`config.mk`:
```
export PLATFORM = sky130hd
export DESIGN_NAME = sweep_acq_multi_ctrl_flat
export DESIGN_NICKNAME = d
export VERILOG_FILES = /design/src/rtl/sweep_acq_multi_ctrl_if.sv /design/src/rtl/sweep_acq_multi_ctrl.sv /design/src/flat_wrapper.sv
export SDC_FILE = /design/constraint.sdc
export NUM_CORES = 1
export LEC_CHECK = 0
export CAP_MARGIN = 20
export CORE_MARGIN = 2
export CORE_UTILIZATION = 50
export DETAILED_ROUTE_END_ITERATION = 8
export MAX_ROUTING_LAYER = met4
export PLACE_DENSITY = 0.87
export SLEW_MARGIN = 20
export SYNTH_ARGS = -nofsm -noshare
export SYNTH_HDL_FRONTEND = slang
export SYNTH_SLANG_ARGS = --single-unit
```
`constraint.sdc`:
```
create_clock -name Clk -period 5.1 [get_ports Clk]
set_input_delay 0.765 -clock Clk [delete_from_list [all_inputs] [get_ports Clk]]
set_output_delay 0.765 -clock Clk [all_outputs]
set_load 0.01 [all_outputs]
```
`src/rtl/sweep_acq_multi_ctrl_if.sv`:
```
// Signal bundle between the sweep controller and its SC/acquisition/USB environment.
// The master modport is the controller side; slave is the environment side.
interface sweep_acq_multi_ctrl_if #(
    parameter int DAC_WIDTH = 10,
    parameter int NUM_DAC   = 3,
    parameter int CNT_WIDTH = 16,
    parameter int TO_WIDTH  = 24
);
    logic                         SweepStart;
    logic                         SweepStop;
    logic [1:0]                   DacSelect;
    logic [DAC_WIDTH-1:0]         StartDAC;
    logic [DAC_WIDTH-1:0]         EndDAC;
    logic [DAC_WIDTH-1:0]         DacStep;
    logic [CNT_WIDTH-1:0]         MaxPackageNumber;
    logic [TO_WIDTH-1:0]          AcqTimeout;
    logic [NUM_DAC*DAC_WIDTH-1:0] OutDAC;
    logic                         LoadSCParameter;
    logic                         MicrorocConfigDone;
    logic                         SingleACQStart;
    logic                         ForceMicrorocAcqReset;
    logic                         ParallelData_en;
    logic [15:0]                  SweepACQData;
    logic                         SweepACQData_en;
    logic                         UsbDataFifoFull;
    logic                         ACQDone;
    logic                         DataTransmitDone;
    logic                         SweepBusy;

    modport master (
        input  SweepStart, SweepStop, DacSelect, StartDAC, EndDAC, DacStep,
               MaxPackageNumber, AcqTimeout, MicrorocConfigDone, ParallelData_en,
               UsbDataFifoFull, DataTransmitDone,
        output OutDAC, LoadSCParameter, SingleACQStart, ForceMicrorocAcqReset,
               SweepACQData, SweepACQData_en, ACQDone, SweepBusy
    );

    modport slave (
        output SweepStart, SweepStop, DacSelect, StartDAC, EndDAC, DacStep,
               MaxPackageNumber, AcqTimeout, MicrorocConfigDone, ParallelData_en,
               UsbDataFifoFull, DataTransmitDone,
        input  OutDAC, LoadSCParameter, SingleACQStart, ForceMicrorocAcqReset,
               SweepACQData, SweepACQData_en, ACQDone, SweepBusy
    );
endinterface

```
`src/rtl/sweep_acq_multi_ctrl.sv`:
```
// DAC-sweep S-curve acquisition controller: steps one DAC, reconfigures SC, acquires per point,
// and streams a 3-word record per point plus a trailer into the USB FIFO path.
//
//  state    | meaning
//  IDLE     | waiting for SweepStart rising edge
//  LOAD     | 1-cycle LoadSCParameter pulse
//  CFG_WAIT | waiting for MicrorocConfigDone
//  ACQ      | SingleACQStart high, counting packages / timeout
//  STOP     | ForceMicrorocAcqReset pulse
//  WR0..WR2 | record words (header, flag+DAC, count)
//  NEXT     | step DAC or finish
//  WR_TRL   | trailer word
//  DONE     | ACQDone high until DataTransmitDone
module sweep_acq_multi_ctrl #(
    parameter int          DAC_WIDTH = 10,
    parameter int          NUM_DAC   = 3,
    parameter int          CNT_WIDTH = 16,
    parameter int          TO_WIDTH  = 24,
    parameter logic [15:0] HEADER    = 16'hC0C0,
    parameter logic [15:0] TRAILER   = 16'hFFFF
) (
    input logic                  Clk,
    input logic                  reset_n,
    sweep_acq_multi_ctrl_if.master bus
);
    typedef enum logic [3:0] {
        S_IDLE, S_LOAD, S_CFG_WAIT, S_ACQ, S_STOP,
        S_WR0, S_WR1, S_WR2, S_NEXT, S_WR_TRL, S_DONE
    } state_t;

    state_t               state_q, state_d;
    logic                 start_prev_q;
    logic [1:0]           ch_q, ch_d;
    logic [DAC_WIDTH-1:0] start_q, start_d, end_q, end_d, step_q, step_d, dac_q, dac_d;
    logic                 up_q, up_d;
    logic [CNT_WIDTH-1:0] max_q, max_d, cnt_q, cnt_d, cnt_now;
    logic [TO_WIDTH-1:0]  to_q, to_d, tmr_q, tmr_d;
    logic                 tflag_q, tflag_d, stop_q, stop_d;
    logic [DAC_WIDTH:0]   nxt;
    logic                 past_end;
    logic [15:0]          wr_word;
    state_t               wr_next;

    always_ff @(posedge Clk or negedge reset_n) begin
        if (!reset_n) begin
            state_q      <= S_IDLE;
            start_prev_q <= 1'b0;
            ch_q         <= '0;
            start_q      <= '0;
            end_q        <= '0;
            step_q       <= '0;
            dac_q        <= '0;
            up_q         <= 1'b0;
            max_q        <= '0;
            cnt_q        <= '0;
            to_q         <= '0;
            tmr_q        <= '0;
            tflag_q      <= 1'b0;
            stop_q       <= 1'b0;
        end else begin
            state_q      <= state_d;
            start_prev_q <= bus.SweepStart;
            ch_q         <= ch_d;
            start_q      <= start_d;
            end_q        <= end_d;
            step_q       <= step_d;
            dac_q        <= dac_d;
            up_q         <= up_d;
            max_q        <= max_d;
            cnt_q        <= cnt_d;
            to_q         <= to_d;
            tmr_q        <= tmr_d;
            tflag_q      <= tflag_d;
            stop_q       <= stop_d;
        end
    end

    // One extra bit catches wrap past either end of the DAC code range.
    assign nxt = up_q ? ({1'b0, dac_q} + {1'b0, step_q}) : ({1'b0, dac_q} - {1'b0, step_q});
    assign past_end = nxt[DAC_WIDTH] ||
                      (up_q ? (nxt[DAC_WIDTH-1:0] > end_q) : (nxt[DAC_WIDTH-1:0] < end_q));

    always_comb begin
        state_d   = state_q;
        ch_d      = ch_q;
        start_d   = start_q;
        end_d     = end_q;
        step_d    = step_q;
        dac_d     = dac_q;
        up_d      = up_q;
        max_d     = max_q;
        cnt_d     = cnt_q;
        to_d      = to_q;
        tmr_d     = tmr_q;
        tflag_d   = tflag_q;
        stop_d    = stop_q;
        cnt_now   = cnt_q;
        wr_word   = 16'h0000;
        wr_next   = state_q;
        bus.LoadSCParameter       = 1'b0;
        bus.SingleACQStart        = 1'b0;
        bus.ForceMicrorocAcqReset = 1'b0;
        bus.SweepACQData          = 16'h0000;
        bus.SweepACQData_en       = 1'b0;
        bus.ACQDone               = 1'b0;

        case (state_q)
            S_IDLE: begin
                if (bus.SweepStart && !start_prev_q) begin
                    ch_d    = bus.DacSelect;
                    start_d = bus.StartDAC;
                    end_d   = bus.EndDAC;
                    step_d  = (bus.DacStep == '0) ? DAC_WIDTH'(1) : bus.DacStep;
                    dac_d   = bus.StartDAC;
                    up_d    = (bus.StartDAC <= bus.EndDAC);
                    max_d   = bus.MaxPackageNumber;
                    to_d    = bus.AcqTimeout;
                    stop_d  = 1'b0;
                    state_d = S_LOAD;
                end
            end
            S_LOAD: begin
                bus.LoadSCParameter = 1'b1;
                cnt_d   = '0;
                tflag_d = 1'b0;
                if (bus.SweepStop) begin
                    stop_d  = 1'b1;
                    state_d = S_WR_TRL;
                end else begin
                    state_d = S_CFG_WAIT;
                end
            end
            S_CFG_WAIT: begin
                tmr_d = to_q;
                if (bus.SweepStop) begin
                    stop_d  = 1'b1;
                    state_d = S_WR_TRL;
                end else if (bus.MicrorocConfigDone) begin
                    state_d = S_ACQ;
                end
            end
            S_ACQ: begin
                bus.SingleACQStart = 1'b1;
                if (bus.ParallelData_en && (cnt_q != max_q))
                    cnt_now = cnt_q + CNT_WIDTH'(1);
                cnt_d = cnt_now;
                if (tmr_q != '0)
                    tmr_d = tmr_q - TO_WIDTH'(1);
                // Stop has priority; the flag only records a genuine timeout exit.
                if (bus.SweepStop) begin
                    stop_d  = 1'b1;
                    state_d = S_STOP;
                end else if (cnt_now == max_q) begin
                    state_d = S_STOP;
                end else if ((to_q != '0) && (tmr_q == TO_WIDTH'(1))) begin
                    tflag_d = 1'b1;
                    state_d = S_STOP;
                end
            end
            S_STOP: begin
                bus.ForceMicrorocAcqReset = 1'b1;
                if (bus.SweepStop) stop_d = 1'b1;
                state_d = S_WR0;
            end
            S_WR0, S_WR1, S_WR2, S_WR_TRL: begin
                case (state_q)
                    S_WR0:   begin wr_word = {HEADER[15:2], ch_q};      wr_next = S_WR1;  end
                    S_WR1:   begin wr_word = {tflag_q, 15'(dac_q)};     wr_next = S_WR2;  end
                    S_WR2:   begin wr_word = 16'(cnt_q);                wr_next = S_NEXT; end
                    default: begin wr_word = TRAILER;                   wr_next = S_DONE; end
                endcase
                bus.SweepACQData    = wr_word;
                bus.SweepACQData_en = !bus.UsbDataFifoFull;
                if (bus.SweepStop) stop_d = 1'b1;
                if (!bus.UsbDataFifoFull) state_d = wr_next;
            end
            S_NEXT: begin
                if (stop_q || bus.SweepStop || past_end) begin
                    state_d = S_WR_TRL;
                end else begin
                    dac_d   = nxt[DAC_WIDTH-1:0];
                    state_d = S_LOAD;
                end
            end
            S_DONE: begin
                bus.ACQDone = 1'b1;
                if (bus.DataTransmitDone) state_d = S_IDLE;
            end
            default: state_d = S_IDLE;
        endcase
    end

    always_comb begin
        bus.OutDAC = '0;
        for (int g = 0; g < NUM_DAC; g++)
            bus.OutDAC[g*DAC_WIDTH +: DAC_WIDTH] = (ch_q == 2'(g)) ? dac_q : start_q;
    end

    assign bus.SweepBusy = (state_q != S_IDLE);
endmodule

```
`src/flat_wrapper.sv`:
```
// flat-port wrapper written by rule: the top's interface ports become plain ports
module sweep_acq_multi_ctrl_flat 
#(
    parameter int          DAC_WIDTH = 10,
    parameter int          NUM_DAC   = 3,
    parameter int          CNT_WIDTH = 16,
    parameter int          TO_WIDTH  = 24,
    parameter logic [15:0] HEADER    = 16'hC0C0,
    parameter logic [15:0] TRAILER   = 16'hFFFF
)
  (Clk, reset_n, bus_SweepStart, bus_SweepStop, bus_DacSelect, bus_StartDAC, bus_EndDAC, bus_DacStep, bus_MaxPackageNumber, bus_AcqTimeout, bus_MicrorocConfigDone, bus_ParallelData_en, bus_UsbDataFifoFull, bus_DataTransmitDone, bus_OutDAC, bus_LoadSCParameter, bus_SingleACQStart, bus_ForceMicrorocAcqReset, bus_SweepACQData, bus_SweepACQData_en, bus_ACQDone, bus_SweepBusy);
  sweep_acq_multi_ctrl_if #(.DAC_WIDTH(DAC_WIDTH), .NUM_DAC(NUM_DAC), .CNT_WIDTH(CNT_WIDTH), .TO_WIDTH(TO_WIDTH)) bus_i ();
  input logic Clk;
  input logic reset_n;
  input wire logic [$bits(bus_i.SweepStart)-1:0] bus_SweepStart;
  input wire logic [$bits(bus_i.SweepStop)-1:0] bus_SweepStop;
  input wire logic [$bits(bus_i.DacSelect)-1:0] bus_DacSelect;
  input wire logic [$bits(bus_i.StartDAC)-1:0] bus_StartDAC;
  input wire logic [$bits(bus_i.EndDAC)-1:0] bus_EndDAC;
  input wire logic [$bits(bus_i.DacStep)-1:0] bus_DacStep;
  input wire logic [$bits(bus_i.MaxPackageNumber)-1:0] bus_MaxPackageNumber;
  input wire logic [$bits(bus_i.AcqTimeout)-1:0] bus_AcqTimeout;
  input wire logic [$bits(bus_i.MicrorocConfigDone)-1:0] bus_MicrorocConfigDone;
  input wire logic [$bits(bus_i.ParallelData_en)-1:0] bus_ParallelData_en;
  input wire logic [$bits(bus_i.UsbDataFifoFull)-1:0] bus_UsbDataFifoFull;
  input wire logic [$bits(bus_i.DataTransmitDone)-1:0] bus_DataTransmitDone;
  output wire logic [$bits(bus_i.OutDAC)-1:0] bus_OutDAC;
  output wire logic [$bits(bus_i.LoadSCParameter)-1:0] bus_LoadSCParameter;
  output wire logic [$bits(bus_i.SingleACQStart)-1:0] bus_SingleACQStart;
  output wire logic [$bits(bus_i.ForceMicrorocAcqReset)-1:0] bus_ForceMicrorocAcqReset;
  output wire logic [$bits(bus_i.SweepACQData)-1:0] bus_SweepACQData;
  output wire logic [$bits(bus_i.SweepACQData_en)-1:0] bus_SweepACQData_en;
  output wire logic [$bits(bus_i.ACQDone)-1:0] bus_ACQDone;
  output wire logic [$bits(bus_i.SweepBusy)-1:0] bus_SweepBusy;
  assign bus_i.SweepStart = bus_SweepStart;
  assign bus_i.SweepStop = bus_SweepStop;
  assign bus_i.DacSelect = bus_DacSelect;
  assign bus_i.StartDAC = bus_StartDAC;
  assign bus_i.EndDAC = bus_EndDAC;
  assign bus_i.DacStep = bus_DacStep;
  assign bus_i.MaxPackageNumber = bus_MaxPackageNumber;
  assign bus_i.AcqTimeout = bus_AcqTimeout;
  assign bus_i.MicrorocConfigDone = bus_MicrorocConfigDone;
  assign bus_i.ParallelData_en = bus_ParallelData_en;
  assign bus_i.UsbDataFifoFull = bus_UsbDataFifoFull;
  assign bus_i.DataTransmitDone = bus_DataTransmitDone;
  assign bus_OutDAC = bus_i.OutDAC;
  assign bus_LoadSCParameter = bus_i.LoadSCParameter;
  assign bus_SingleACQStart = bus_i.SingleACQStart;
  assign bus_ForceMicrorocAcqReset = bus_i.ForceMicrorocAcqReset;
  assign bus_SweepACQData = bus_i.SweepACQData;
  assign bus_SweepACQData_en = bus_i.SweepACQData_en;
  assign bus_ACQDone = bus_i.ACQDone;
  assign bus_SweepBusy = bus_i.SweepBusy;
  sweep_acq_multi_ctrl #(.DAC_WIDTH(DAC_WIDTH), .NUM_DAC(NUM_DAC), .CNT_WIDTH(CNT_WIDTH), .TO_WIDTH(TO_WIDTH), .HEADER(HEADER), .TRAILER(TRAILER)) u_core (.Clk(Clk), .reset_n(reset_n), .bus(bus_i));
endmodule
```
# Word-level counts from Yosys, hierarchy flattened
# Cells that the tools add are included.
[classes]
n_addsub = 4
magnitude_cmp = 3
n_eq_ne = 26
mux = 40
n_reduce_logical = 26
[op_table]
columns = ["op", "n"]
rows = [
  ["$mux W10", 6],
  ["$mux W16", 3],
  ["$pmux W16 S3", 1],
  ["$pmux W24 S2", 1],
  ["$reduce_bool A24 Y1", 2],
  ["$mux W4", 10],
  ["$pmux W16 S2", 1],
  ["$pmux W4 S8", 1],
  ["$eq A24 B1 Y1 const B", 1],
  ["$mux W24", 1],
  ["$sub A24 B1 Y24 const B", 1],
  ["$pmux W10 S2", 1],
  ["$add A16 B1 Y16 const B", 1],
  ["$eq A16 B16 Y1", 1],
  ["$eq A4 B3 Y1 const B", 4],
  ["$ne A16 B16 Y1", 1],
  ["$eq A4 B4 Y1 const B", 3],
  ["$pmux W4 S3", 1],
  ["$add A10 B10 Y11", 1],
  ["$mux W1", 11],
  ["$mux W11", 1],
  ["$sub A10 B10 Y11", 1],
  ["$gt A10 B10 Y1", 1],
  ["$le A10 B10 Y1", 1],
  ["other kinds (24)", 43],
]
[word_totals]
regBits = 130
in_bits = 80
out_inout_bits = 52
word_cells = 113

# Longest topological paths before layout
# Gate-level depths: netlist of run 1.
[depth]
ltp_word = 8
ltp_mapped = 20
mapped_depth_nobuf = 20

# Least setup slack after synthesis of run 1
# No wires, ideal clock.
[synth_timing]
path_kind = "reg-to-reg"
start = "register u_core.up_q"
end = "register u_core.dac_q[0]"
setup_ns = 0.125
arrival_time_ns = 4.429
required_time_ns = 4.975
setup_slack_ns = 0.547
stages_incl_launch_ff = 19
n_path_buf = 1
period_less_slack_ns = 4.553
path_cell_list = "dfrtp_1 -> clkbuf_1 -> mux2_2 -> ha_1 -> a21o_1 -> a21o_1 -> a21oi_1 -> o21ai_0 -> and3_1 -> nor2_1 -> ha_1 -> and4_1 -> o211ai_1 -> a31oi_1 -> o311ai_0 -> nand3_1 -> or3b_2 -> o21ai_2 -> mux2_2"
[synth_via]
elab_chain_len = 7
elab_cells_between_ends = 10
classes_between = "order compare (2); eq/ne (1); mux (4); reduce/logical (3)"
[synth_rtl]
columns = ["item", "line", "text"]
rows = [
  ["from (decl)", "sweep_acq_multi_ctrl.sv:35", "logic up_q, up_d;"],
  ["from (signal assigned)", "sweep_acq_multi_ctrl.sv:68", "up_q <= up_d;"],
  ["$mux W11", "sweep_acq_multi_ctrl.sv:79", "assign nxt = up_q ? ({1'b0, dac_q} + {1'b0, step_q}) : ({1'b0, dac_q} - {1'b0, step_q});"],
  ["$lt A10 B10 Y1 or $gt A10 B10 Y1 (tied branches)", "sweep_acq_multi_ctrl.sv:81", "(up_q ? (nxt[DAC_WIDTH-1:0] > end_q) : (nxt[DAC_WIDTH-1:0] < end_q));"],
  ["$mux W1", "sweep_acq_multi_ctrl.sv:81", ""],
  ["$logic_or A1 B1 Y1", "sweep_acq_multi_ctrl.sv:80", "assign past_end = nxt[DAC_WIDTH] ||"],
  ["$logic_or A1 B1 Y1", "sweep_acq_multi_ctrl.sv:178", "if (stop_q || bus.SweepStop || past_end) begin"],
  ["$ne A2 B2 Y1 (no line)", "n/a", ""],
  ["$reduce_and A3 Y1 (no line)", "n/a", ""],
  ["to (signal assigned)", "sweep_acq_multi_ctrl.sv:52", "dac_q <= '0;"],
  ["to (signal assigned)", "sweep_acq_multi_ctrl.sv:67", "dac_q <= dac_d;"],
  ["to (decl)", "sweep_acq_multi_ctrl.sv:34", "logic [DAC_WIDTH-1:0] start_q, start_d, end_q, end_d, step_q, step_d, dac_q, dac_d;"],
]
# Several ways; a longest one is shown, not always the timed one. The select of a mux whose other input is x is not followed.
# A chain may end at the register's enable or synchronous reset.

# Worst setup path after layout of run 1
[layout_timing]
start = "register u_core.step_q[0]"
end = "register u_core.dac_q[0]"
[layout_via]
elab_chain_len = 8
elab_cells_between_ends = 12
classes_between = "add/sub (2); order compare (2); eq/ne (1); mux (4); reduce/logical (3)"
[layout_rtl]
columns = ["item", "line", "text"]
rows = [
  ["from (decl)", "sweep_acq_multi_ctrl.sv:34", ""],
  ["from (signal assigned)", "sweep_acq_multi_ctrl.sv:66", "step_q <= step_d;"],
  ["$sub A10 B10 Y11 or $add A10 B10 Y11 (tied branches)", "sweep_acq_multi_ctrl.sv:79", ""],
  ["$mux W11 *", "sweep_acq_multi_ctrl.sv:79", ""],
  ["$lt A10 B10 Y1 or $gt A10 B10 Y1 (tied branches)", "sweep_acq_multi_ctrl.sv:81", ""],
  ["$mux W1", "sweep_acq_multi_ctrl.sv:81", ""],
  ["$logic_or A1 B1 Y1", "sweep_acq_multi_ctrl.sv:80", ""],
  ["$logic_or A1 B1 Y1", "sweep_acq_multi_ctrl.sv:178", ""],
  ["$ne A2 B2 Y1 (no line)", "n/a", ""],
  ["$reduce_and A3 Y1 (no line)", "n/a", ""],
]
# Mark *: on every way between the ends. The rest lies on a longest branch, timed or not. The select of a mux whose other input is x is not followed.

==> impl_metrics.ini, run 1 <==
[sta]
slew_headroom_pct = 37.8
setup_viol = 0
grt_setup_unrepaired = no
worstMarginPinSlew_ns = 0.927
tns_ns = 0
holdWs_ns = 0.389
layout_setup_ws_ns = 0.347
finalCritPeriodShare_pct = 93.2
fmax_mhz = 210
skew_ns = 0.00805
report.final.slew_viol_count = 0
finalHoldViolations = 0
period_minus_slack_ns = 4.75

[clocking]
cts-root-buf = clkbuf_16
clk_path_buf_depth = 2
cts_made_buffers = 17
clkTransAtPathRegs_ns = 0.06
clock_latency_ns = 0.43
tritoncts = yes
hold_buffers = 0
htree_levels = 4
clkSinkCount = 130

[placed_design]
placed_area_um2 = 9970
dp_hpwl_mm = 16.7
gp_congestion = 0.964
place_inst = 1234
port_buffers = 131
place_ws_ns = 0.203

[synthesis]
ys.warnings.count = 0
synth.area.top_cells = dfrtp_1 (38%), mux2_2 (13%), ha_1 (5.1%), a21oi_1 (4.8%), nand2_1 (3.7%)
synth_cell_types = 76
syn-num-nets = 1038
async_flop_share_pct = 100
synth_area_um2 = 8500
seq_area_frac_synth_pct = 38.3
synth-seq-cells = 130
synth_top_area_share_pct = 38.3
synth_edf_count = 0
syn_inst = 922
yosysTopAreaCell = dfrtp_1
avgSynthCellArea_um2 = 9.22
synth_ff_type = dfrtp_1

[detailed_routing]
vias = 7711
wire_per_inst_um = 18.6
drt-initial-drc-count = 867
detail_route.wirelength_mm = 23.6
first_pass_iters = 8
post-route-drc-count = 0
viasPerCell = 6.08
drtAntennaViolNets = 0

[layout]
final_area_um2 = 10600
nFillCells = 1329
fin_nets = 1151
layout_common_cells = clkdlybuf4s50_1 (130), dfrtp_1 (130), mux2_2 (101)
diodes = 0
final_cells = 1268
drive_gt1_share_pct = 15.3
area_delta_synth_final_pct = 24.2
finish.utilization_pct = 63.7

[worst_setup_path]
timing.rr.end = u_core.dac_q[0]
path_class = register to register
reg2regPathDepth = 20
worstSetupStartpointType = register
path_max_fanout = 10
reg2reg_from = u_core.step_q[0]
rrSetupSlack_ns = 0.35
worstSetupEndpointType = register
worstPathRequired_ns = 5.41
arrival_ns = 5.06

[floorplan]
dieWidth_um = 134
die_area_um2 = 18100
ios = 132
rows = 47
start_util_pct = 51.3
coreArea_um2 = 16600
die_h_um = 134

[power]
p_total_mw = 7.35
power_density_nw_per_um2 = 696
leakagePower_nw = 4.34
peakVddDrop_mv = 0.536

[worst_hold_path]
hold_class = primary input to asynchronous set/reset pin

[global_route]
grt_start_max_net_pins = 88
grtUsageTotal_pct = 27.4
grt_overflow = 0
grt_pass1_vias = 7585
grt_pass1_wl_mm = 38.1
antenna_found_initial = 0

[outcome]
status = complete, no violations

[job]
drv_cap = 0
==> power by group <==
group	internal (mW)	switching (mW)	total, mW
clock	0.617	0.475	1.09
sequential	1.47	0.569	2.04
combinational	2.06	2.16	4.21
==> per-layer routing <==
layer  global-route usage [%]  vias to the layer above  share of wire, %
met5                        -                        -                 0
met4                     11.4                        0               3.4
met3                     6.08                       58               8.1
met2                     41.2                      386                46
met1                     35.7                     3691                43
li1                         -                     3576                 -
==> synthesized netlist by cell type (3+ instances only) <==
| library cell | number |
|---|---|
| nor4_1 | 9 |
| a311oi_1 | 4 |
| nor3_1 | 23 |
| buf_4 | 3 |
| nand2b_1 | 14 |
| and4_1 | 4 |
| o21a_1 | 3 |
| nand3_1 | 23 |
| nor2b_1 | 7 |
| or4_4 | 3 |
| mux2i_1 | 12 |
| xor2_1 | 18 |
| dfrtp_1 | 130 |
| nand2_1 | 83 |
| clkbuf_1 | 42 |
| a21oi_1 | 82 |
| or3_1 | 7 |
| nand4_1 | 10 |
| o31ai_1 | 5 |
| or2_2 | 4 |
| o21ai_0 | 60 |
| a31oi_1 | 12 |
| o22a_1 | 3 |
| o21bai_1 | 4 |
| inv_1 | 42 |
| a21o_1 | 8 |
| nand4b_1 | 4 |
| xnor2_1 | 18 |
| and3_1 | 6 |
| a22oi_1 | 4 |
| o211ai_1 | 5 |
| a41oi_1 | 5 |
| mux2_2 | 101 |
| a211oi_1 | 4 |
| o22ai_1 | 9 |
| ha_1 | 35 |
| nor2_1 | 64 |
==> cell families (layout without fill, tap and decap cells) <==
| group | after synthesis | after routing | synth area share, % |
|---|---|---|---|
| xor+xnor | 36 | 36 | 3.71 |
| simple gates | 278 | 278 | 16.3 |
| flops | 130 | 130 | 38.3 |
| fa+ha+maj | 36 | 36 | 5.38 |
| mux | 114 | 114 | 14.9 |
| buf+inv | 90 | 216 | 4.10 |
| compound gates | 238 | 238 | 17.3 |
==> registers in the layout, indices dropped and copies added, names as in the netlist <==
register	cells
u_core.ch_q	2
u_core.cnt_q	16
u_core.dac_q	10
u_core.end_q	10
u_core.max_q	16
u_core.start_prev_q	1
u_core.start_q	10
u_core.state_q	4
u_core.step_q	10
u_core.stop_q	1
u_core.tflag_q	1
u_core.tmr_q	24
u_core.to_q	24
u_core.up_q	1
==> what timing repair did <==
action,4_1_cts,5_1_grt
endpoints found under the setup margin,0,10
resized for setup,0,3
buffers inserted,0,1
==> worst max path at each step <==
| stage | startpoint | endpoint | cells after the start |
|---|---|---|---|
| 3_3_place_gp | u_core.step_q[0] | u_core.dac_q[7] | 19 |
| 5_1_grt | u_core.step_q[0] | u_core.dac_q[3] | 20 |
| 4_1_cts | u_core.step_q[2] | u_core.dac_q[0] | 17 |
| 6_report | u_core.step_q[0] | u_core.dac_q[0] | 20 |
| 3_5_place_dp | u_core.step_q[0] | u_core.dac_q[8] | 19 |
| 2_1_floorplan | u_core.up_q | u_core.dac_q[0] | 18 |
==> layout make-up <==
class	instances	area [µm²]	area share (%)
Clock buffer	19	433	4.10
Clock inverter	13	91.3	0.865
Sequential cell	130	3250	30.8
Multi-Input combinational cell	702	4930	46.7
Tap cell	220	275	2.61
Timing Repair Buffer	141	1420	13.4
Inverter	43	161	1.53
==> critical path: stages, from the launching register on <==
cell	delay [ns]
dfrtp_1	0.39
inv_1	0.08
ha_1	0.29
mux2_2	0.16
inv_1	0.05
fa_1	0.43
nand3b_1	0.19
a21oi_1	0.19
o21a_1	0.21
nor2_1	0.07
xnor2_1	0.29
ha_1	0.31
and4_1	0.21
o211ai_1	0.09
a31oi_1	0.08
o311ai_1	0.27
nand3_1	0.12
or3b_2	0.51
o21ai_4	0.18
buf_12	0.16
mux2_2	0.34
Power figures use the tool's default switching activity.
==> inputs of run 2 (changes only) <==
--- a/config.mk
+++ b/config.mk
@@ -5,12 +5,12 @@
 export SDC_FILE = /design/constraint.sdc
 export NUM_CORES = 1
 export LEC_CHECK = 0
-export CAP_MARGIN = 20
 export CORE_MARGIN = 2
 export CORE_UTILIZATION = 50
 export DETAILED_ROUTE_END_ITERATION = 8
 export MAX_ROUTING_LAYER = met4
 export PLACE_DENSITY = 0.87
+export REMOVE_ABC_BUFFERS = 1
 export SLEW_MARGIN = 20
 export SYNTH_ARGS = -nofsm -noshare
 export SYNTH_HDL_FRONTEND = slang
==> run 2 against run 1 <==
Compared with the run above:
- non-clock buffer count fell by 1
- maximum frequency fell by 2.3%
- power rose by 2.4%
- critical path depth did not move
- flip-flop and latch count did not move
- hold slack improved by 0.065 ns
- utilization rose by 0.42 points
- sequential share of layout area fell by 0.20 points
- final cell count barely moved
==> impl_metrics.ini, run 2 (same netlist as run 1, synthesis figures left out) <==
[floorplan]
die_h_um = 134
die_area_um2 = 18100
rows = 47
start_util_pct = 51.3
coreArea_um2 = 16600
dieWidth_um = 134
ios = 132

[sta]
skew_ns = 0.00861
grt_setup_unrepaired = no
finalHoldViolations = 0
holdWs_ns = 0.454
finalCritPeriodShare_pct = 95.4
report.final.slew_viol_count = 0
period_minus_slack_ns = 4.87
worstMarginPinSlew_ns = 1.05
fmax_mhz = 206
tns_ns = 0
slew_headroom_pct = 29.4
setup_viol = 0

[power]
switching_share_pct = 42.4
leakagePower_nw = 4.36
p_comb_share_pct = 55.8
p_int_mw = 4.34
power_density_nw_per_um2 = 708
seq_power_share_pct = 27.3
peakVddDrop_mv = 0.609
p_switching_mw = 3.19
clkPwrFrac_pct = 16.8

[detailed_routing]
drtAntennaViolNets = 0
wl_met2_mm = 11.7
wire_per_inst_um = 18.8
dr_wl_met3_mm = 1.74
detail_route.wirelength_mm = 23.8
viasPerCell = 6.09
post-route-drc-count = 0
wl_met1_mm = 9.62
drt-initial-drc-count = 756
dr.max_layer_used = met4
first_pass_iters = 5
vias = 7714

[worst_setup_path]
reg2regPathDepth = 20
path_class = register to register
cp_top_family = compound AO/OA/AOI/OAI gates
crit_top_cell = ha_1
reg2reg_from = u_core.step_q[0]
worstPathRequired_ns = 5.41
arrival_ns = 5.17
timing.rr.end = u_core.dac_q[5]
crit_path_top_delay_cell = or3b_2
worstPathCellList = inv_1, ha_1, mux2_2, ha_1, a21o_1, a21o_1, a21oi_1, o21ai_0, and3_1, nor2_1, ha_1, and4_1, o211ai_1, a31oi_1, o311ai_1, nand3_1, or3b_2, o21ai_4, buf_12, mux2_2
worstSetupEndpointType = register
slowest_delay_ns = 0.51
path_max_fanout = 9
rrSetupSlack_ns = 0.23
worstSetupStartpointType = register
path_buf_inv = 2

[outcome]
status = complete, no violations

[clocking]
tritoncts = yes
cts-root-buf = clkbuf_16
cts_made_buffers = 17
htree_levels = 4
clock_latency_ns = 0.43
clkSinkCount = 130
hold_buffers = 0
clk_path_buf_depth = 2
clkTransAtPathRegs_ns = 0.06

[layout]
regArea_um2 = 3250
nFillCells = 1311
largestRegisters = u_core.tmr_q x24, u_core.to_q x24
final_area_um2 = 10600
fin_nets = 1150
layout_common_cells = clkdlybuf4s50_1 (130), dfrtp_1 (130), mux2_2 (101)
area_delta_synth_final_pct = 25.0
diodes = 0
drive_gt1_share_pct = 15.5
multi_input_area_um2 = 4940

[global_route]
grtUsageTotal_pct = 27.3
antenna_found_initial = 0
grt_start_max_net_pins = 74
grt_overflow = 0
grt_pass1_vias = 7578
grt_pass1_wl_mm = 38.0

[placed_design]
dp_hpwl_mm = 16.9
gp_congestion = 0.922
placed_area_um2 = 9970
port_buffers = 131

[job]
drv_cap = 0

[worst_hold_path]
hold_class = primary input to asynchronous set/reset pin
==> run 2: cell types whose count changed in the layout (fill, tap and decap cells not counted), sizes merged <==
cell and delta:
bufinv +3, clkinvlp +3, buf -1, clkbuf +1
clkinv -7
==> run 2: worst max-delay path by stage <==
stage                startpoint              end  slack [ns]  cells after the start
3_5_place_dp   u_core.step_q[2]  u_core.dac_q[0]        0.11                     17
4_1_cts        u_core.step_q[2]  u_core.dac_q[5]        0.07                     17
6_report       u_core.step_q[0]  u_core.dac_q[5]        0.23                     20
5_1_grt        u_core.step_q[0]  u_core.dac_q[8]        0.02                     20
3_3_place_gp   u_core.step_q[0]  u_core.dac_q[3]        0.31                     19
2_1_floorplan  u_core.step_q[0]  u_core.dac_q[0]        0.62                     19
==> run 2: through the flow <==
stage                     instances  setup slack, ns  power (mW)  util, %
final                          1267            0.234        7.53     64.1
after global routing           1267           0.0159        8.01     64.1
after CTS                      1265           0.0679        7.41     63.8
after detailed placement       1233            0.112        6.08     60.1
after global placement         1233            0.310        5.87     60.1
after floorplan                 875            0.615        4.65        -
==> run 2: power by group through the flow <==
stage               clock, mW  sequential, mW  combinational, mW
finish                   1.26            2.06               4.20
global route             1.32            2.11               4.58
CTS                      1.28            2.03               4.11
global placement            0            2.01               3.86
floorplan                   0            1.85               2.80
detailed placement          0            2.03               4.04
==> run 2: cell type report <==
class	instances	share of cell area, %
Multi-Input combinational cell	702	46.4
Tap cell	220	2.59
Timing Repair Buffer	140	13.1
Clock inverter	12	1.48
Inverter	43	1.52
Clock buffer	20	4.30
Sequential cell	130	30.6
==> run 2: timing repair <==
| item | in CTS | in global routing |
|---|---|---|
| setup endpoints to repair | 0 | 10 |
| setup buffers | 0 | 2 |
| gates resized for setup | 0 | 5 |
==> run 2: metal layers <==
metal	vias to the layer above	track usage, %
li1	3581	-
met1	3732	33.7
met2	335	44.0
met3	66	5.86
met4	0	10.7
met5	-	-
==> inputs of run 3 (changes only) <==
==> constraint.sdc (replaced) <==
create_clock -name Clk -period 4.8 [get_ports Clk]
set_input_delay 0.72 -clock Clk [delete_from_list [all_inputs] [get_ports Clk]]
set_output_delay 0.72 -clock Clk [all_outputs]
set_load 0.01 [all_outputs]
==> run 3 against run 2 <==
Compared with the run above:
- clock power about the same
- maximum frequency increased by 4.9%
- setup slack got worse by 0.074 ns
- sequential power increased by 5%
- power increased by 6.2%
- global-route usage increased by 0.051 points
- critical path type unchanged
- largest cell class unchanged
- highest routed layer unchanged
==> impl_metrics.ini, run 3 (same netlist as run 1, synthesis figures left out) <==
[clocking]
clkSinkCount = 130
clk_path_buf_depth = 2
clkTransAtPathRegs_ns = 0.05
hold_buffers = 0
clock_latency_ns = 0.42
cts_made_buffers = 17
tritoncts = yes
htree_levels = 4
cts-root-buf = clkbuf_16

[detailed_routing]
wire_per_inst_um = 18.9
drtAntennaViolNets = 0
post-route-drc-count = 0
viasPerCell = 6.15
first_pass_iters = 6
drt-initial-drc-count = 801
detail_route.wirelength_mm = 24.0
vias = 7816

[layout]
final_area_um2 = 10600
nFillCells = 1325
fin_nets = 1159
drive_gt1_share_pct = 16.0
largestRegisters = u_core.tmr_q x24, u_core.to_q x24
layout_common_cells = clkdlybuf4s50_1 (130), dfrtp_1 (130), mux2_2 (101)
area_delta_synth_final_pct = 25.2
diodes = 0

[worst_setup_path]
cp_top_family = compound AO/OA/AOI/OAI gates
slowest_delay_ns = 0.43
arrival_ns = 4.94
critPathCapture = u_core.dac_q[3]
worstPathCellList = inv_1, ha_1, mux2_2, ha_1, a21o_1, a21o_1, a21oi_2, o21ai_1, a21oi_1, nor2_1, ha_1, and4_1, o211ai_1, a31oi_1, o311ai_1, nand3_1, or3b_4, o21ai_4, buf_6, mux2_2
worstPathRequired_ns = 5.10
path_max_fanout = 5
reg2regPathDepth = 20
path_class = register to register
crit_top_cell = ha_1
worstSetupEndpointType = register
reg2reg_from = u_core.step_q[0]
rrSetupSlack_ns = 0.16
crit_path_top_delay_cell = or3b_4
crit_start = u_core.step_q[0]
worstSetupStartpointType = register
timing.rr.end = u_core.dac_q[3]
path_depth = 20
path_buf_inv = 2

[floorplan]
dieWidth_um = 134
rows = 47
coreArea_um2 = 16600
die_h_um = 134
die_area_um2 = 18100
ios = 132
start_util_pct = 51.3

[sta]
setup_viol = 0
finalCritPeriodShare_pct = 96.7
finalHoldViolations = 0
skew_ns = 0.0106
slew_headroom_pct = 26.8
worstMarginPinSlew_ns = 1.10
fmax_mhz = 216
period_minus_slack_ns = 4.64
report.final.slew_viol_count = 0

[power]
power_density_nw_per_um2 = 751
p_total_mw = 7.99
leakagePower_nw = 4.41
peakVddDrop_mv = 0.610

[global_route]
antenna_found_initial = 0
grtUsageTotal_pct = 27.4
grt_start_max_net_pins = 55
grt_overflow = 0
grt_pass1_vias = 7612
grt_pass1_wl_mm = 38.3

[placed_design]
dp_hpwl_mm = 17.1
placed_area_um2 = 10000
port_buffers = 131
gp_congestion = 0.941

[worst_hold_path]
hold_class = primary input to asynchronous set/reset pin

[job]
drv_cap = 0

[outcome]
status = complete, no violations
-- run 3: cell types whose count changed in the layout (fill, tap and decap cells not counted), moves of 2 or more --
cell        delta
buf_4          +8
buf_6          +2
clkbuf_8       +2
clkinv_2       +2
clkinv_4       -2
clkinvlp_4     -5
nor3_1         +2
nor3_2         -2
-- run 3: how the worst min path moves through the flow --
stage / startpoint / cells after the start / slack [ns] / to
2_1_floorplan: reset_n / 0 / 0.42 / u_core.ch_q[0]
3_3_place_gp: u_core.end_q[1] / 2 / 0.47 / u_core.end_q[1]
3_5_place_dp: u_core.end_q[8] / 2 / 0.47 / u_core.end_q[8]
4_1_cts: reset_n / 1 / 0.35 / u_core.end_q[2]
5_1_grt: reset_n / 1 / 0.38 / u_core.end_q[2]
6_report: reset_n / 1 / 0.34 / u_core.end_q[2]
-- run 3: per-stage QoR --
step	utilization [%]	hold slack [ns]	cells	TNS, ns	worst slack [ns]
after CTS	63.7	0.354	1265	0	0.0427
after global routing	64.2	0.384	1271	-0.326	-0.0512
after detailed placement	60.3	0.471	1238	0	0.0687
after floorplan	-	0.424	875	0	0.315
final	64.2	0.335	1271	0	0.160
after global placement	60.3	0.467	1238	0	0.216
-- run 3: per-layer routing --
metal / GRT usage [%] / routed length [µm] / vias to the layer above
met4: 10.9 / 784 / 0
met2: 45.1 / 11700 / 371
met3: 5.52 / 1810 / 76
met1: 33.0 / 9710 / 3774
li1: - / - / 3595
met5: - / 0 / -
-- run 3: layout make-up --
type                    instances  area [µm²]  share of cell area [%]
multi-input cells             702        4940                    46.4
flip-flops and latches        130        3250                    30.6
repair buffers                149        1450                    13.6
clock buffers                  21         480                    4.51
well taps                     220         275                    2.59
inverters                      43         161                    1.52
clock inverters                 6        82.6                   0.776
-- run 3: what timing repair did --
item	CTS	global route
gates resized for setup	0	11
buffers inserted	0	5
setup endpoints to repair	0	10
-- run 3: where the power goes --
part	switching [mW]	internal, mW
sequential	0.601	1.56
clock	0.459	0.800
combinational	2.32	2.24
total	3.38	4.61
